===== config.mk =====
export PLATFORM = sky130hd
export DESIGN_NAME = alu_seq_ctrl_flat
export DESIGN_NICKNAME = d
export VERILOG_FILES = /design/src/rtl/alu_seq_pkg.sv /design/src/rtl/alu_seq_ctrl_if.sv /design/src/rtl/alu_seq_decode.sv /design/src/rtl/alu_seq_ctrl.sv /design/src/flat_wrapper.sv
export SDC_FILE = /design/constraint.sdc
export NUM_CORES = 1
export LEC_CHECK = 0
export ABC_AREA = 1
export BUFFER_PORTS_ARGS = -buffer_cell sky130_fd_sc_hd__clkbuf_2
export CORE_MARGIN = 2
export CORE_UTILIZATION = 35
export CTS_BUF_LIST = sky130_fd_sc_hd__clkbuf_4
export CTS_CLUSTER_SIZE = 20
export DETAILED_ROUTE_END_ITERATION = 8
export PLACE_DENSITY = 0.59
export RECOVER_POWER = 50
export SLEW_MARGIN = 30
export SYNTH_ARGS = -nofsm -noshare
export SYNTH_HDL_FRONTEND = slang
export SYNTH_SLANG_ARGS = --single-unit

===== constraint.sdc =====
create_clock -name clk -period 6.7 [get_ports clk]
set_input_delay 0.335 -clock clk [delete_from_list [all_inputs] [get_ports clk]]
set_output_delay 0.335 -clock clk [all_outputs]
set_load 0.02 [all_outputs]

===== src/rtl/alu_seq_pkg.sv =====
// Shared constants and types for the multi-cycle ALU control sequencer:
// ALUop / funct encodings, ALU control codes, operation kinds and FSM states.
package alu_seq_pkg;

    // Main-decoder ALUop encodings
    localparam logic [4:0] ALUOP_ADD   = 5'd0;
    localparam logic [4:0] ALUOP_SUB   = 5'd1;
    localparam logic [4:0] ALUOP_RTYPE = 5'd2;
    localparam logic [4:0] ALUOP_ADDU  = 5'd3;
    localparam logic [4:0] ALUOP_AND   = 5'd4;
    localparam logic [4:0] ALUOP_OR    = 5'd5;
    localparam logic [4:0] ALUOP_XOR   = 5'd6;
    localparam logic [4:0] ALUOP_SLT   = 5'd7;
    localparam logic [4:0] ALUOP_SLTU  = 5'd8;
    localparam logic [4:0] ALUOP_LUI   = 5'd9;

    // R-type function field encodings
    localparam logic [5:0] FN_SLL   = 6'h00;
    localparam logic [5:0] FN_SRL   = 6'h02;
    localparam logic [5:0] FN_SRA   = 6'h03;
    localparam logic [5:0] FN_MFHI  = 6'h10;
    localparam logic [5:0] FN_MFLO  = 6'h12;
    localparam logic [5:0] FN_MULTU = 6'h19;
    localparam logic [5:0] FN_ADD   = 6'h20;
    localparam logic [5:0] FN_ADDU  = 6'h21;
    localparam logic [5:0] FN_SUBU  = 6'h23;
    localparam logic [5:0] FN_AND   = 6'h24;
    localparam logic [5:0] FN_OR    = 6'h25;
    localparam logic [5:0] FN_XOR   = 6'h26;
    localparam logic [5:0] FN_SLT   = 6'h2A;
    localparam logic [5:0] FN_SLTU  = 6'h2B;
    localparam logic [5:0] FN_X32   = 6'h32;

    // ALU control codes presented to the EX stage
    localparam logic [5:0] ALUC_AND   = 6'h00;
    localparam logic [5:0] ALUC_OR    = 6'h01;
    localparam logic [5:0] ALUC_ADD   = 6'h02;
    localparam logic [5:0] ALUC_ADDU  = 6'h03;
    localparam logic [5:0] ALUC_XOR   = 6'h04;
    localparam logic [5:0] ALUC_SUB   = 6'h06;
    localparam logic [5:0] ALUC_SLT   = 6'h07;
    localparam logic [5:0] ALUC_SLTU  = 6'h08;
    localparam logic [5:0] ALUC_LUI   = 6'h09;
    localparam logic [5:0] ALUC_SLL1  = 6'h0A;
    localparam logic [5:0] ALUC_SLL2  = 6'h0B;
    localparam logic [5:0] ALUC_SLL8  = 6'h0C;
    localparam logic [5:0] ALUC_SRL1  = 6'h0D;
    localparam logic [5:0] ALUC_SRL2  = 6'h0E;
    localparam logic [5:0] ALUC_SRL8  = 6'h0F;
    localparam logic [5:0] ALUC_SRA1  = 6'h10;
    localparam logic [5:0] ALUC_SRA2  = 6'h11;
    localparam logic [5:0] ALUC_SRA8  = 6'h12;
    localparam logic [5:0] ALUC_MULTU = 6'h13;
    localparam logic [5:0] ALUC_X32   = 6'h32;

    typedef enum logic [1:0] {ST_IDLE = 2'd0, ST_SHIFT = 2'd1, ST_MULT = 2'd2} seq_state_t;
    typedef enum logic [1:0] {KIND_SINGLE = 2'd0, KIND_SHIFT = 2'd1, KIND_MULT = 2'd2} op_kind_t;
    typedef enum logic [1:0] {SH_SLL = 2'd0, SH_SRL = 2'd1, SH_SRA = 2'd2} shift_cls_t;
    typedef enum logic [1:0] {AMT1 = 2'd0, AMT2 = 2'd1, AMT8 = 2'd2} step_amt_t;

    // Map a shift class and one primitive shift amount onto its ALU control code
    function automatic logic [5:0] shift_code(input shift_cls_t cls, input step_amt_t amt);
        logic [5:0] code;
        case (cls)
            SH_SRL: begin
                case (amt)
                    AMT8:    code = ALUC_SRL8;
                    AMT2:    code = ALUC_SRL2;
                    default: code = ALUC_SRL1;
                endcase
            end
            SH_SRA: begin
                case (amt)
                    AMT8:    code = ALUC_SRA8;
                    AMT2:    code = ALUC_SRA2;
                    default: code = ALUC_SRA1;
                endcase
            end
            default: begin
                case (amt)
                    AMT8:    code = ALUC_SLL8;
                    AMT2:    code = ALUC_SLL2;
                    default: code = ALUC_SLL1;
                endcase
            end
        endcase
        return code;
    endfunction

endpackage


===== src/rtl/alu_seq_ctrl_if.sv =====
// Operation-in / step-out bus between the ID-stage decoder and the sequencer.
interface alu_seq_ctrl_if #(
    parameter int SHAMT_W = 5,
    parameter int CTRL_W  = 6
);
    logic               in_valid;
    logic               in_ready;
    logic [4:0]         ALUop;
    logic [5:0]         functionCode;
    logic [SHAMT_W-1:0] Shamt;
    logic               hold;
    logic               flush;
    logic               step_valid;
    logic [CTRL_W-1:0]  ALUctrl;
    logic               step_first;
    logic               step_last;
    logic               busy;

    modport master (
        output in_valid, ALUop, functionCode, Shamt, hold, flush,
        input  in_ready, step_valid, ALUctrl, step_first, step_last, busy
    );

    modport slave (
        input  in_valid, ALUop, functionCode, Shamt, hold, flush,
        output in_ready, step_valid, ALUctrl, step_first, step_last, busy
    );
endinterface


===== src/rtl/alu_seq_decode.sv =====
// Combinational decode of ALUop/funct into a base control code, the kind of
// sequence the operation needs, and the shift class for shift operations.
module alu_seq_decode
    import alu_seq_pkg::*;
(
    input  logic [4:0] i_alu_op,
    input  logic [5:0] i_funct,
    output logic [5:0] o_base_code,
    output op_kind_t   o_kind,
    output shift_cls_t o_shift_cls
);

    // Table decode; anything unrecognised becomes a single 0x0 step
    always_comb begin
        o_base_code = ALUC_AND;
        o_kind      = KIND_SINGLE;
        o_shift_cls = SH_SLL;
        case (i_alu_op)
            ALUOP_ADD:  o_base_code = ALUC_ADD;
            ALUOP_SUB:  o_base_code = ALUC_SUB;
            ALUOP_ADDU: o_base_code = ALUC_ADDU;
            ALUOP_AND:  o_base_code = ALUC_AND;
            ALUOP_OR:   o_base_code = ALUC_OR;
            ALUOP_XOR:  o_base_code = ALUC_XOR;
            ALUOP_SLT:  o_base_code = ALUC_SLT;
            ALUOP_SLTU: o_base_code = ALUC_SLTU;
            ALUOP_LUI:  o_base_code = ALUC_LUI;
            ALUOP_RTYPE: begin
                case (i_funct)
                    FN_ADD:  o_base_code = ALUC_ADD;
                    FN_ADDU: o_base_code = ALUC_ADDU;
                    FN_SUBU: o_base_code = ALUC_SUB;
                    FN_AND:  o_base_code = ALUC_AND;
                    FN_OR:   o_base_code = ALUC_OR;
                    FN_XOR:  o_base_code = ALUC_XOR;
                    FN_SLT:  o_base_code = ALUC_SLT;
                    FN_SLTU: o_base_code = ALUC_SLTU;
                    FN_X32:  o_base_code = ALUC_X32;
                    FN_MFHI, FN_MFLO: o_base_code = ALUC_AND;
                    FN_MULTU: begin
                        o_kind      = KIND_MULT;
                        o_base_code = ALUC_MULTU;
                    end
                    FN_SLL: begin
                        o_kind      = KIND_SHIFT;
                        o_shift_cls = SH_SLL;
                    end
                    FN_SRL: begin
                        o_kind      = KIND_SHIFT;
                        o_shift_cls = SH_SRL;
                    end
                    FN_SRA: begin
                        o_kind      = KIND_SHIFT;
                        o_shift_cls = SH_SRA;
                    end
                    default: o_base_code = ALUC_AND;
                endcase
            end
            default: o_base_code = ALUC_AND;
        endcase
    end

endmodule


===== src/rtl/alu_seq_ctrl.sv =====
// Registered multi-cycle ALU control sequencer. Accepts one operation when
// idle, then emits one ALU control step per cycle: shifts are split greedily
// into 8/2/1 primitives, MULTU is repeated MULT_CYCLES times.
module alu_seq_ctrl
    import alu_seq_pkg::*;
#(
    parameter int SHAMT_W     = 5,
    parameter int MULT_CYCLES = 4,
    parameter int CTRL_W      = 6
) (
    input  logic           clk,
    input  logic           rst_n,
    alu_seq_ctrl_if.slave  bus
);

    seq_state_t         r_state, w_state_nx;
    shift_cls_t         r_cls, w_cls_nx;
    logic [SHAMT_W-1:0] r_rem, w_rem_nx;
    logic [3:0]         r_mcnt, w_mcnt_nx;
    logic               r_valid, w_valid_nx;
    logic               r_first, w_first_nx;
    logic               r_last, w_last_nx;
    logic [CTRL_W-1:0]  r_ctrl, w_ctrl_nx;

    logic               w_ready;
    logic               w_accept;
    logic [5:0]         w_base;
    op_kind_t           w_kind;
    shift_cls_t         w_dec_cls;

    logic [SHAMT_W-1:0] w_split_src;
    logic [SHAMT_W-1:0] w_amt_val;
    logic [SHAMT_W-1:0] w_split_rem;
    step_amt_t          w_amt;

    alu_seq_decode u_decode (
        .i_alu_op    (bus.ALUop),
        .i_funct     (bus.functionCode),
        .o_base_code (w_base),
        .o_kind      (w_kind),
        .o_shift_cls (w_dec_cls)
    );

    assign w_ready  = (r_state == ST_IDLE) & ~bus.hold & ~bus.flush;
    assign w_accept = bus.in_valid & w_ready;

    // Greedy splitter: largest primitive not exceeding the remaining amount
    always_comb begin
        w_split_src = (r_state == ST_SHIFT) ? r_rem : bus.Shamt;
        if (w_split_src >= SHAMT_W'(8)) begin
            w_amt     = AMT8;
            w_amt_val = SHAMT_W'(8);
        end else if (w_split_src >= SHAMT_W'(2)) begin
            w_amt     = AMT2;
            w_amt_val = SHAMT_W'(2);
        end else begin
            w_amt     = AMT1;
            w_amt_val = SHAMT_W'(1);
        end
        w_split_rem = w_split_src - w_amt_val;
    end

    // Next-state and next-step logic; flush beats hold, hold freezes everything
    always_comb begin
        w_state_nx = r_state;
        w_cls_nx   = r_cls;
        w_rem_nx   = r_rem;
        w_mcnt_nx  = r_mcnt;
        w_valid_nx = r_valid;
        w_first_nx = r_first;
        w_last_nx  = r_last;
        w_ctrl_nx  = r_ctrl;
        if (bus.flush) begin
            w_state_nx = ST_IDLE;
            w_rem_nx   = '0;
            w_mcnt_nx  = 4'd0;
            w_valid_nx = 1'b0;
            w_first_nx = 1'b0;
            w_last_nx  = 1'b0;
        end else if (bus.hold) begin
            w_state_nx = r_state;
        end else begin
            case (r_state)
                ST_IDLE: begin
                    if (w_accept) begin
                        w_valid_nx = 1'b1;
                        w_first_nx = 1'b1;
                        case (w_kind)
                            KIND_SHIFT: begin
                                if (bus.Shamt == '0) begin
                                    w_ctrl_nx = CTRL_W'(ALUC_AND);
                                    w_last_nx = 1'b1;
                                end else begin
                                    w_ctrl_nx = CTRL_W'(shift_code(w_dec_cls, w_amt));
                                    w_cls_nx  = w_dec_cls;
                                    w_rem_nx  = w_split_rem;
                                    if (w_split_rem == '0) begin
                                        w_last_nx = 1'b1;
                                    end else begin
                                        w_last_nx  = 1'b0;
                                        w_state_nx = ST_SHIFT;
                                    end
                                end
                            end
                            KIND_MULT: begin
                                w_ctrl_nx = CTRL_W'(ALUC_MULTU);
                                if (MULT_CYCLES <= 1) begin
                                    w_last_nx = 1'b1;
                                end else begin
                                    w_last_nx  = 1'b0;
                                    w_mcnt_nx  = 4'(MULT_CYCLES - 1);
                                    w_state_nx = ST_MULT;
                                end
                            end
                            default: begin
                                w_ctrl_nx = CTRL_W'(w_base);
                                w_last_nx = 1'b1;
                            end
                        endcase
                    end else begin
                        w_valid_nx = 1'b0;
                        w_first_nx = 1'b0;
                        w_last_nx  = 1'b0;
                    end
                end
                ST_SHIFT: begin
                    w_valid_nx = 1'b1;
                    w_first_nx = 1'b0;
                    w_ctrl_nx  = CTRL_W'(shift_code(r_cls, w_amt));
                    w_rem_nx   = w_split_rem;
                    if (w_split_rem == '0) begin
                        w_last_nx  = 1'b1;
                        w_state_nx = ST_IDLE;
                    end else begin
                        w_last_nx  = 1'b0;
                    end
                end
                ST_MULT: begin
                    w_valid_nx = 1'b1;
                    w_first_nx = 1'b0;
                    w_ctrl_nx  = CTRL_W'(ALUC_MULTU);
                    w_mcnt_nx  = r_mcnt - 4'd1;
                    if (r_mcnt == 4'd1) begin
                        w_last_nx  = 1'b1;
                        w_state_nx = ST_IDLE;
                    end else begin
                        w_last_nx  = 1'b0;
                    end
                end
                default: begin
                    w_state_nx = ST_IDLE;
                    w_rem_nx   = '0;
                    w_mcnt_nx  = 4'd0;
                    w_valid_nx = 1'b0;
                    w_first_nx = 1'b0;
                    w_last_nx  = 1'b0;
                end
            endcase
        end
    end

    // State, counters and step outputs; reset aborts any sequence at once
    always_ff @(posedge clk or negedge rst_n) begin
        if (!rst_n) begin
            r_state <= ST_IDLE;
            r_cls   <= SH_SLL;
            r_rem   <= '0;
            r_mcnt  <= 4'd0;
            r_valid <= 1'b0;
            r_first <= 1'b0;
            r_last  <= 1'b0;
            r_ctrl  <= '0;
        end else begin
            r_state <= w_state_nx;
            r_cls   <= w_cls_nx;
            r_rem   <= w_rem_nx;
            r_mcnt  <= w_mcnt_nx;
            r_valid <= w_valid_nx;
            r_first <= w_first_nx;
            r_last  <= w_last_nx;
            r_ctrl  <= w_ctrl_nx;
        end
    end

    assign bus.in_ready   = w_ready;
    assign bus.step_valid = r_valid;
    assign bus.step_first = r_first;
    assign bus.step_last  = r_last;
    assign bus.ALUctrl    = r_ctrl;
    assign bus.busy       = (r_state != ST_IDLE);

endmodule


===== src/flat_wrapper.sv =====
// flat-port wrapper written by rule: the top's interface ports become plain ports
module alu_seq_ctrl_flat import alu_seq_pkg::*;
#(
    parameter int SHAMT_W     = 5,
    parameter int MULT_CYCLES = 4,
    parameter int CTRL_W      = 6
)
  (clk, rst_n, bus_in_valid, bus_ALUop, bus_functionCode, bus_Shamt, bus_hold, bus_flush, bus_in_ready, bus_step_valid, bus_ALUctrl, bus_step_first, bus_step_last, bus_busy);
  alu_seq_ctrl_if #(.SHAMT_W(SHAMT_W), .CTRL_W(CTRL_W)) bus_i ();
  input  logic clk;
  input  logic rst_n;
  input wire logic [$bits(bus_i.in_valid)-1:0] bus_in_valid;
  input wire logic [$bits(bus_i.ALUop)-1:0] bus_ALUop;
  input wire logic [$bits(bus_i.functionCode)-1:0] bus_functionCode;
  input wire logic [$bits(bus_i.Shamt)-1:0] bus_Shamt;
  input wire logic [$bits(bus_i.hold)-1:0] bus_hold;
  input wire logic [$bits(bus_i.flush)-1:0] bus_flush;
  output wire logic [$bits(bus_i.in_ready)-1:0] bus_in_ready;
  output wire logic [$bits(bus_i.step_valid)-1:0] bus_step_valid;
  output wire logic [$bits(bus_i.ALUctrl)-1:0] bus_ALUctrl;
  output wire logic [$bits(bus_i.step_first)-1:0] bus_step_first;
  output wire logic [$bits(bus_i.step_last)-1:0] bus_step_last;
  output wire logic [$bits(bus_i.busy)-1:0] bus_busy;
  assign bus_i.in_valid = bus_in_valid;
  assign bus_i.ALUop = bus_ALUop;
  assign bus_i.functionCode = bus_functionCode;
  assign bus_i.Shamt = bus_Shamt;
  assign bus_i.hold = bus_hold;
  assign bus_i.flush = bus_flush;
  assign bus_in_ready = bus_i.in_ready;
  assign bus_step_valid = bus_i.step_valid;
  assign bus_ALUctrl = bus_i.ALUctrl;
  assign bus_step_first = bus_i.step_first;
  assign bus_step_last = bus_i.step_last;
  assign bus_busy = bus_i.busy;
  alu_seq_ctrl #(.SHAMT_W(SHAMT_W), .MULT_CYCLES(MULT_CYCLES), .CTRL_W(CTRL_W)) u_core (.clk(clk), .rst_n(rst_n), .bus(bus_i));
endmodule

==> metrics.md, run 1 <==
| Metric | Value |
|---|---|
| Final ANT Viol Nets | `0` |
| Chip height | `83.9 um` |
| # Max-Cap Violations | `0` |
| Finished Layout Cells | `450` |
| Combinational family with the most area after synthesis | `simple AND/OR/NAND/NOR gates` |
| H-tree depth | `1` |
| Worst Path Max Fanout | `9` |
| Fin Hold WS | `0.328 ns` |
| Initial DRC count | `81` |
| Syn Nets | `378` |
| Kind of cell adding the most delay to the critical path | `simple AND/OR/NAND/NOR gates` |
| Most common cell in the synthesized netlist | `nand2_1` |
| First-pass GRT wire length | `9010 um` |
| CP Data Required Time | `6.92 ns` |
| DP Cell Count | `445` |
| Clk_skew | `0.0151 ns` |
| Hold Path Class | `primary input to register` |
| Fmax achieved | `326 MHz` |
| Post-synth EDFFs | `0` |
| Internal power | `363 uW` |
| Clock Latency Late Sink | `0.33 ns` |
| Cell Pwr Density | `275 nW/um^2` |
| Sw Share | `47.7%` |
| Placer Congestion | `0.870` |
| IO Count | `32` |
| Setup_tns | `0 ns` |
| Commonest cells in the netlist | `nand2_1, inv_1, nor2_1, dfrtp_1, o21ai_0` |
| Leakage | `1.37 nW` |
| Via density | `4.74` |
| Post-Synth XOR/XNOR Area | `0%` |
| DRC errors left | `0` |
| Ranking of synthesized cells by area | `dfrtp_1, nand2_1, ha_1, inv_1, nor2_1` |
| Antenna Cells | `0` |
| Post-CTS setup buffer count | `0` |
| CTS clk-pin slew, worst paths | `0.14 ns` |
| Period utilization | `45.8%` |
| Logic pwr share | `56.5%` |
| WP depth | `19` |
| Simple-gate area share of the yosys netlist | `40.7%` |
| Startpoint types | `register` |
| Core area | `6280 um^2` |
| Initial antenna violation count | `0` |
| WL final | `5200 um` |
| Final count of hold timing violations | `0` |
| Slew Limit Fails | `0` |
| Primary FF master, synth | `dfrtp_1` |
| Deepest clock path buffer count | `2` |
| Cell count after synthesis | `339` |
| Clk root buf | `clkbuf_4` |
| Most common cell on crit path | `nand2_1` |
| Initial core utilization | `35.6%` |
| Synth warnings | `0` |
| Row cnt | `29` |
| Crit path cell chain | `inv_1 -> ha_1 -> inv_2 -> nand2_1 -> nand2_1 -> nor2_2 -> nand2_1 -> inv_1 -> ha_1 -> inv_1 -> fa_1 -> inv_1 -> nand3_1 -> nor2_1 -> nand2_1 -> nand2_1 -> nand3_2 -> nand2_1 -> nand2_1` |
| Final HPWL DP | `4280 um` |
| Kind of end point of the critical path | `register` |
| NumNets Final | `413` |
| Kind of critical path | `register to register` |
| Adder-cell share of the synthesized area | `10.4%` |
| Sw Pwr | `331 uW` |
| Post-Syn Area | `2230 um^2` |
| CP max-delay cell | `dfrtp_1` |
| Final setup fails | `0` |
| Share of layout cells above drive strength 1 | `16.6%` |
| GRT Util Overall | `15.4%` |
| Post-synth top area share | `24.6%` |
| Vias after detailed routing | `2132` |
| Mux contribution to synthesized area | `0%` |
| Distinct cells, synth | `33` |
| Vias in the first global route | `2049` |
| Normalized max-slew margin | `13.6%` |
| Clock power frac | `15.3%` |
| TritonCTS clock tree | `done` |
| Area added between synthesis and finish | `12.9%` |
| Worst-Margin Slew | `1.30 ns` |
| RSZ-0062 raised after global routing | `false` |
| Post-Syn Area per Cell | `6.59 um^2` |
| Fill cells | `690` |
| Seq pwr share | `28.2%` |
| Worst Reg-to-Reg Cells | `19` |
| Sequential area share after synthesis | `24.6%` |
| Clk sink count | `22` |
| Worst Path Buf+Inv | `5` |
| Hold Crit Depth | `3` |
| #FFs+latches synth | `22` |
| Drt wl/cell | `11.5 um` |
| Number of CTS-inserted buffers | `3` |
| TritonRoute pass-1 iters | `4` |
| DIE WIDTH | `83.9 um` |
| Compound-Gate Fraction of Synth Area | `12.8%` |
| Largest stage delay, worst path | `0.44 ns` |
| WP data arrival | `3.29 ns` |
| Peak supply drop | `0.116 mV` |
| Grt total ovfl | `0` |
| Die area | `7040 um^2` |
| Min Tclk post-route | `3.07 ns` |
| Largest net degree at the start of global routing | `23` |
| Async S/R FF share, synth | `100%` |
| Port bufs | `31` |
| Post-synth top area cell | `dfrtp_1` |
| Outcome | `finished, final reports clean` |
[state kept, by name (all words and copies together) (netlist names)]
register / count
u_core.bus.ALUctrl: 6
u_core.r_rem: 5
u_core.r_mcnt: 4
u_core.r_cls: 2
u_core.r_state: 2
u_core.bus.step_first: 1
u_core.bus.step_last: 1
u_core.bus.step_valid: 1
[timing repair]
action / in CTS / in global routing
resized for setup: 0 / 0
hold buffers: 1 / 0
endpoints found under the setup margin: 0 / 0
endpoints found under the hold margin: 7 / 0
[final timing paths]
path | startpoint | slack [ns] | end
min in group asynchronous | rst_n | 0.79 | u_core.r_rem[3]
worst min-delay path | bus_in_valid | 0.33 | u_core.bus.step_first
max in group asynchronous | rst_n | 5.13 | u_core.bus.ALUctrl[3]
worst min register to register | u_core.bus.step_first | 0.49 | u_core.bus.step_first
worst max-delay path | u_core.r_state[1] | 3.63 | u_core.r_state[0]
worst max register to register | u_core.r_state[1] | 3.63 | u_core.r_state[0]
[layout by cell type, fill, tap and decap left out, types with 2 or more instances in the layout]
cell type / n
nand2_4: 3
nor3_1: 3
nor2_4: 2
inv_2: 3
clkbuf_4: 3
ha_1: 17
nand2_1: 98
nor2_1: 41
o21ai_1: 2
o22ai_1: 2
a21oi_1: 16
nor2_8: 3
o21ai_2: 2
nor3b_2: 2
nor2_2: 5
nand3_1: 20
o21ai_0: 21
nand4_1: 5
clkbuf_2: 25
nand2_2: 2
inv_4: 5
dfrtp_1: 22
inv_1: 52
clkbuf_1: 6
nand3b_1: 2
[power groups by stage]
stage / Clock (mW) / Combinational (mW) / Sequential (mW)
floorplan: 0 / 0.285 / 0.214
global placement: 0 / 0.391 / 0.200
detailed placement: 0 / 0.394 / 0.199
CTS: 0.110 / 0.396 / 0.196
global route: 0.116 / 0.446 / 0.200
finish: 0.106 / 0.392 / 0.196
[area by class of cell]
| class | count | area (um^2) | area share [%] |
|---|---|---|---|
| multi-input cells | 255 | 1430 | 56.6 |
| clock inverters | 1 | 30.0 | 1.19 |
| well taps | 77 | 96.3 | 3.82 |
| clock buffers | 3 | 22.5 | 0.893 |
| repair buffers | 32 | 158 | 6.25 |
| flip-flops and latches | 22 | 551 | 21.8 |
| inverters | 60 | 238 | 9.43 |
[cells by family after synthesis]
| logic type | count (synthesis) |
|---|---|
| adder cells (fa/ha/maj) | 18 |
| AO/OA/AOI/OAI | 48 |
| AND/OR/NAND/NOR | 189 |
| buffers and inverters | 62 |
| flip-flops | 22 |
[per-stage QoR]
stage | cell area, um^2 | util [%] | power [mW] | setup slack, ns
final | 2520 | 40.2 | 0.694 | 3.63
after global routing | 2520 | 40.2 | 0.762 | 3.35
after CTS | 2530 | 40.3 | 0.703 | 3.63
after detailed placement | 2470 | 39.3 | 0.593 | 3.66
after global placement | 2470 | 39.3 | 0.591 | 3.82
after floorplan | 2230 | - | 0.499 | 4.13
[worst reg2reg max path, delay by kind of cell (launching register included)]
family	cells	cell delay, ns
simple gates	11	1.12
fa+ha+maj	3	0.93
buf+inv	5	0.48
flops	1	0.44
[per-layer routing]
layer / vias to the layer above / wire (um) / global-route usage, % / share of wire [%]
met4: 0 / 120 / 5.28 / 2.3
li1: 1132 / - / - / -
met5: - / 0 / 0 / 0
met2: 42 / 2420 / 26.3 / 47
met1: 947 / 2480 / 20.0 / 48
met3: 11 / 171 / 1.78 / 3.3
(Power assumes the default switching activity.)
==> run 2: changes to the inputs <==
clock period = 3.2 ns   (was 6.7 ns; I/O delays follow)
==> metrics.md, run 2 (synthesis gave the netlist of run 1 again) <==
| Metric | Value |
|---|---|
| Kind of end point of the critical path | `register (unchanged)` |
| Largest net degree at the start of global routing | `23 (unchanged)` |
| First-pass GRT wire length | `9000 um (was 9010 um)` |
| Initial core utilization | `35.6% (unchanged)` |
| CP max-delay cell | `dfrtp_1 (unchanged)` |
| Die area | `7040 um^2 (unchanged)` |
| Chip height | `83.9 um (unchanged)` |
| GRT Util Overall | `15.4% (about the same)` |
| Port bufs | `31 (unchanged)` |
| TritonRoute pass-1 iters | `7 (was 4)` |
| Worst Path Buf+Inv | `5 (unchanged)` |
| Final ANT Viol Nets | `0 (unchanged)` |
| IO Count | `32 (unchanged)` |
| Post-Place Setup Slack | `0.162 ns (was 3.66 ns)` |
| Final HPWL DP | `4280 um (about the same)` |
| H-tree depth | `1 (unchanged)` |
| Clock Latency Late Sink | `0.32 ns (was 0.33 ns)` |
| Vias after detailed routing | `2141 (was 2132)` |
| Vias in the first global route | `2048 (was 2049)` |
| Core area | `6280 um^2 (unchanged)` |
| Placer Congestion | `0.870 (unchanged)` |
| Worst Path Max Fanout | `5 (was 9)` |
| DRC errors left | `0 (unchanged)` |
| Post-CTS setup buffer count | `0 (unchanged)` |
| Clk_skew | `0.0147 ns (was 0.0151 ns)` |
| Slew Limit Fails | `0 (unchanged)` |
| Final count of hold timing violations | `0 (unchanged)` |
| Fin Hold WS | `0.155 ns (was 0.328 ns)` |
| NumNets Final | `413 (unchanged)` |
| Antenna Cells | `0 (unchanged)` |
| Crit path cell chain | `inv_1 -> ha_1 -> inv_1 -> nand2_1 -> nand2_1 -> nor2_2 -> nand2_1 -> inv_1 -> ha_1 -> inv_1 -> fa_1 -> inv_1 -> nand3_1 -> nor2_1 -> nand2_1 -> nand2_1 -> nand3_2 -> nand2_1 -> nand2_1 (was inv_1 -> ha_1 -> inv_2 -> nand2_1 -> nand2_1 -> nor2_2 -> nand2_1 -> inv_1 -> ha_1 -> inv_1 -> fa_1 -> inv_1 -> nand3_1 -> nor2_1 -> nand2_1 -> nand2_1 -> nand3_2 -> nand2_1 -> nand2_1)` |
| Number of CTS-inserted buffers | `3 (unchanged)` |
| Most frequent cells in the layout | `nand2_1, inv_1, nor2_1, clkbuf_2, dfrtp_1 (unchanged)` |
| CP Data Required Time | `3.42 ns (was 6.92 ns)` |
| Final setup fails | `0 (unchanged)` |
| Grt total ovfl | `0 (unchanged)` |
| # Max-Cap Violations | `0 (unchanged)` |
| Kind of cell adding the most delay to the critical path | `simple AND/OR/NAND/NOR gates (unchanged)` |
| Row cnt | `29 (unchanged)` |
| Share of layout cells above drive strength 1 | `17.2% (was 16.6%)` |
| Most common cell on crit path | `nand2_1 (unchanged)` |
| Hold_sp | `bus_in_valid (unchanged)` |
| Peak supply drop | `0.243 mV (was 0.116 mV)` |
| DP Area | `2470 um^2 (unchanged)` |
| Hold Path Class | `primary input to register (unchanged)` |
| Fmax achieved | `336 MHz (was 326 MHz)` |
| Period utilization | `92.9% (was 45.8%)` |
| Startpoint types | `register (unchanged)` |
| Kind of critical path | `register to register (unchanged)` |
| Worst Reg-to-Reg Cells | `19 (unchanged)` |
| WP data arrival | `3.19 ns (was 3.29 ns)` |
| Via density | `4.76 (was 4.74)` |
| Min Tclk post-route | `2.97 ns (was 3.07 ns)` |
| RR Startpoint | `u_core.r_state[1] (unchanged)` |
| Normalized max-slew margin | `13.6% (about the same)` |
| Final instance area | `2540 um^2 (was 2520 um^2)` |
| Hold Path End | `u_core.bus.step_first (unchanged)` |
| Fill cells | `688 (was 690)` |
| Clk sink count | `22 (unchanged)` |
| Initial DRC count | `96 (was 81)` |
| Commonest non-fill, non-tap cell in the layout | `nand2_1 (unchanged)` |
| Drt wl/cell | `11.6 um (was 11.5 um)` |
| Worst-Margin Slew | `1.30 ns (about the same)` |
| Cell Pwr Density | `580 nW/um^2 (was 275 nW/um^2)` |
| CTS clk-pin slew, worst paths | `0.14 ns (about the same)` |
| Largest stage delay, worst path | `0.44 ns (about the same)` |
| Deepest clock path buffer count | `2 (unchanged)` |
| Total power | `1.47 mW (was 694 uW)` |
| Reg2reg end | `u_core.r_state[0] (unchanged)` |
| DIE WIDTH | `83.9 um (unchanged)` |
| Outcome | `finished, final reports clean (unchanged)` |
| Clk root buf | `clkbuf_4 (unchanged)` |
| WL final | `5240 um (was 5200 um)` |
| Max reg flops | `6 (unchanged)` |
| Leakage | `1.37 nW (about the same)` |
| Initial antenna violation count | `0 (unchanged)` |
| Hold Crit Depth | `3 (unchanged)` |
| Area added between synthesis and finish | `13.6% (was 12.9%)` |
| Reg2Reg Setup Slack | `0.23 ns (was 3.63 ns)` |
| Final WS setup | `0.228 ns (was 3.63 ns)` |
| TritonCTS clock tree | `done (unchanged)` |
run 2: worst max path at each step:
stage                      start           endpoint  slack, ns  cells after the start
2_1_floorplan  u_core.r_state[1]  u_core.r_state[0]       0.63                     20
3_3_place_gp   u_core.r_state[1]  u_core.r_state[1]       0.32                     19
3_5_place_dp   u_core.r_state[1]  u_core.r_state[1]       0.16                     19
4_1_cts        u_core.r_state[1]  u_core.r_state[1]       0.13                     19
5_1_grt        u_core.r_state[1]  u_core.r_state[0]      -0.04                     19
6_report       u_core.r_state[1]  u_core.r_state[0]       0.23                     19
run 2: layer usage:
metal  up-vias  wire [um]  GRT usage (%)  share of wire (%)
li1       1134          -              -                  -
met1       960       2500           20.0                 48
met2        39       2490           26.3                 48
met3         8        155           1.78                3.0
met4         0         95           5.28                1.8
met5         -          0              0                  0
run 2: report_power, final:
part | internal (mW) | switching (mW)
clock | 0.127 | 0.0948
sequential | 0.362 | 0.0512
combinational | 0.279 | 0.557
run 2: stage by stage:
stage | std cells | setup TNS [ns] | util (%)
5_1_grt | 450 | -0.0653 | 40.4
3_5_place_dp | 445 | 0 | 39.3
2_1_floorplan | 339 | 0 | -
3_3_place_gp | 445 | 0 | 39.3
4_1_cts | 450 | 0 | 40.3
6_report | 450 | 0 | 40.4
run 2: worst register-to-register path, cell delays in order, from the launching register on:
cell	delay, ns
dfrtp_1	0.44
inv_1	0.15
ha_1	0.24
inv_1	0.07
nand2_1	0.06
nand2_1	0.12
nor2_2	0.21
nand2_1	0.11
inv_1	0.08
ha_1	0.14
inv_1	0.06
fa_1	0.43
inv_1	0.10
nand3_1	0.07
nor2_1	0.17
nand2_1	0.11
nand2_1	0.12
nand3_2	0.08
nand2_1	0.06
nand2_1	0.05
run 2: what timing repair did:
action,CTS,global route
hold buffers,1,0
resized for setup,0,3
endpoints found under the setup margin,0,3
hold endpoints to repair,22,0
run 2: area by class of cell:
class | count | area, um^2 | area share [%]
inverters | 60 | 238 | 9.37
repair buffers | 32 | 158 | 6.22
clock inverters | 1 | 30.0 | 1.18
flip-flops and latches | 22 | 551 | 21.7
clock buffers | 3 | 22.5 | 0.888
well taps | 77 | 96.3 | 3.80
multi-input cells | 255 | 1440 | 56.8
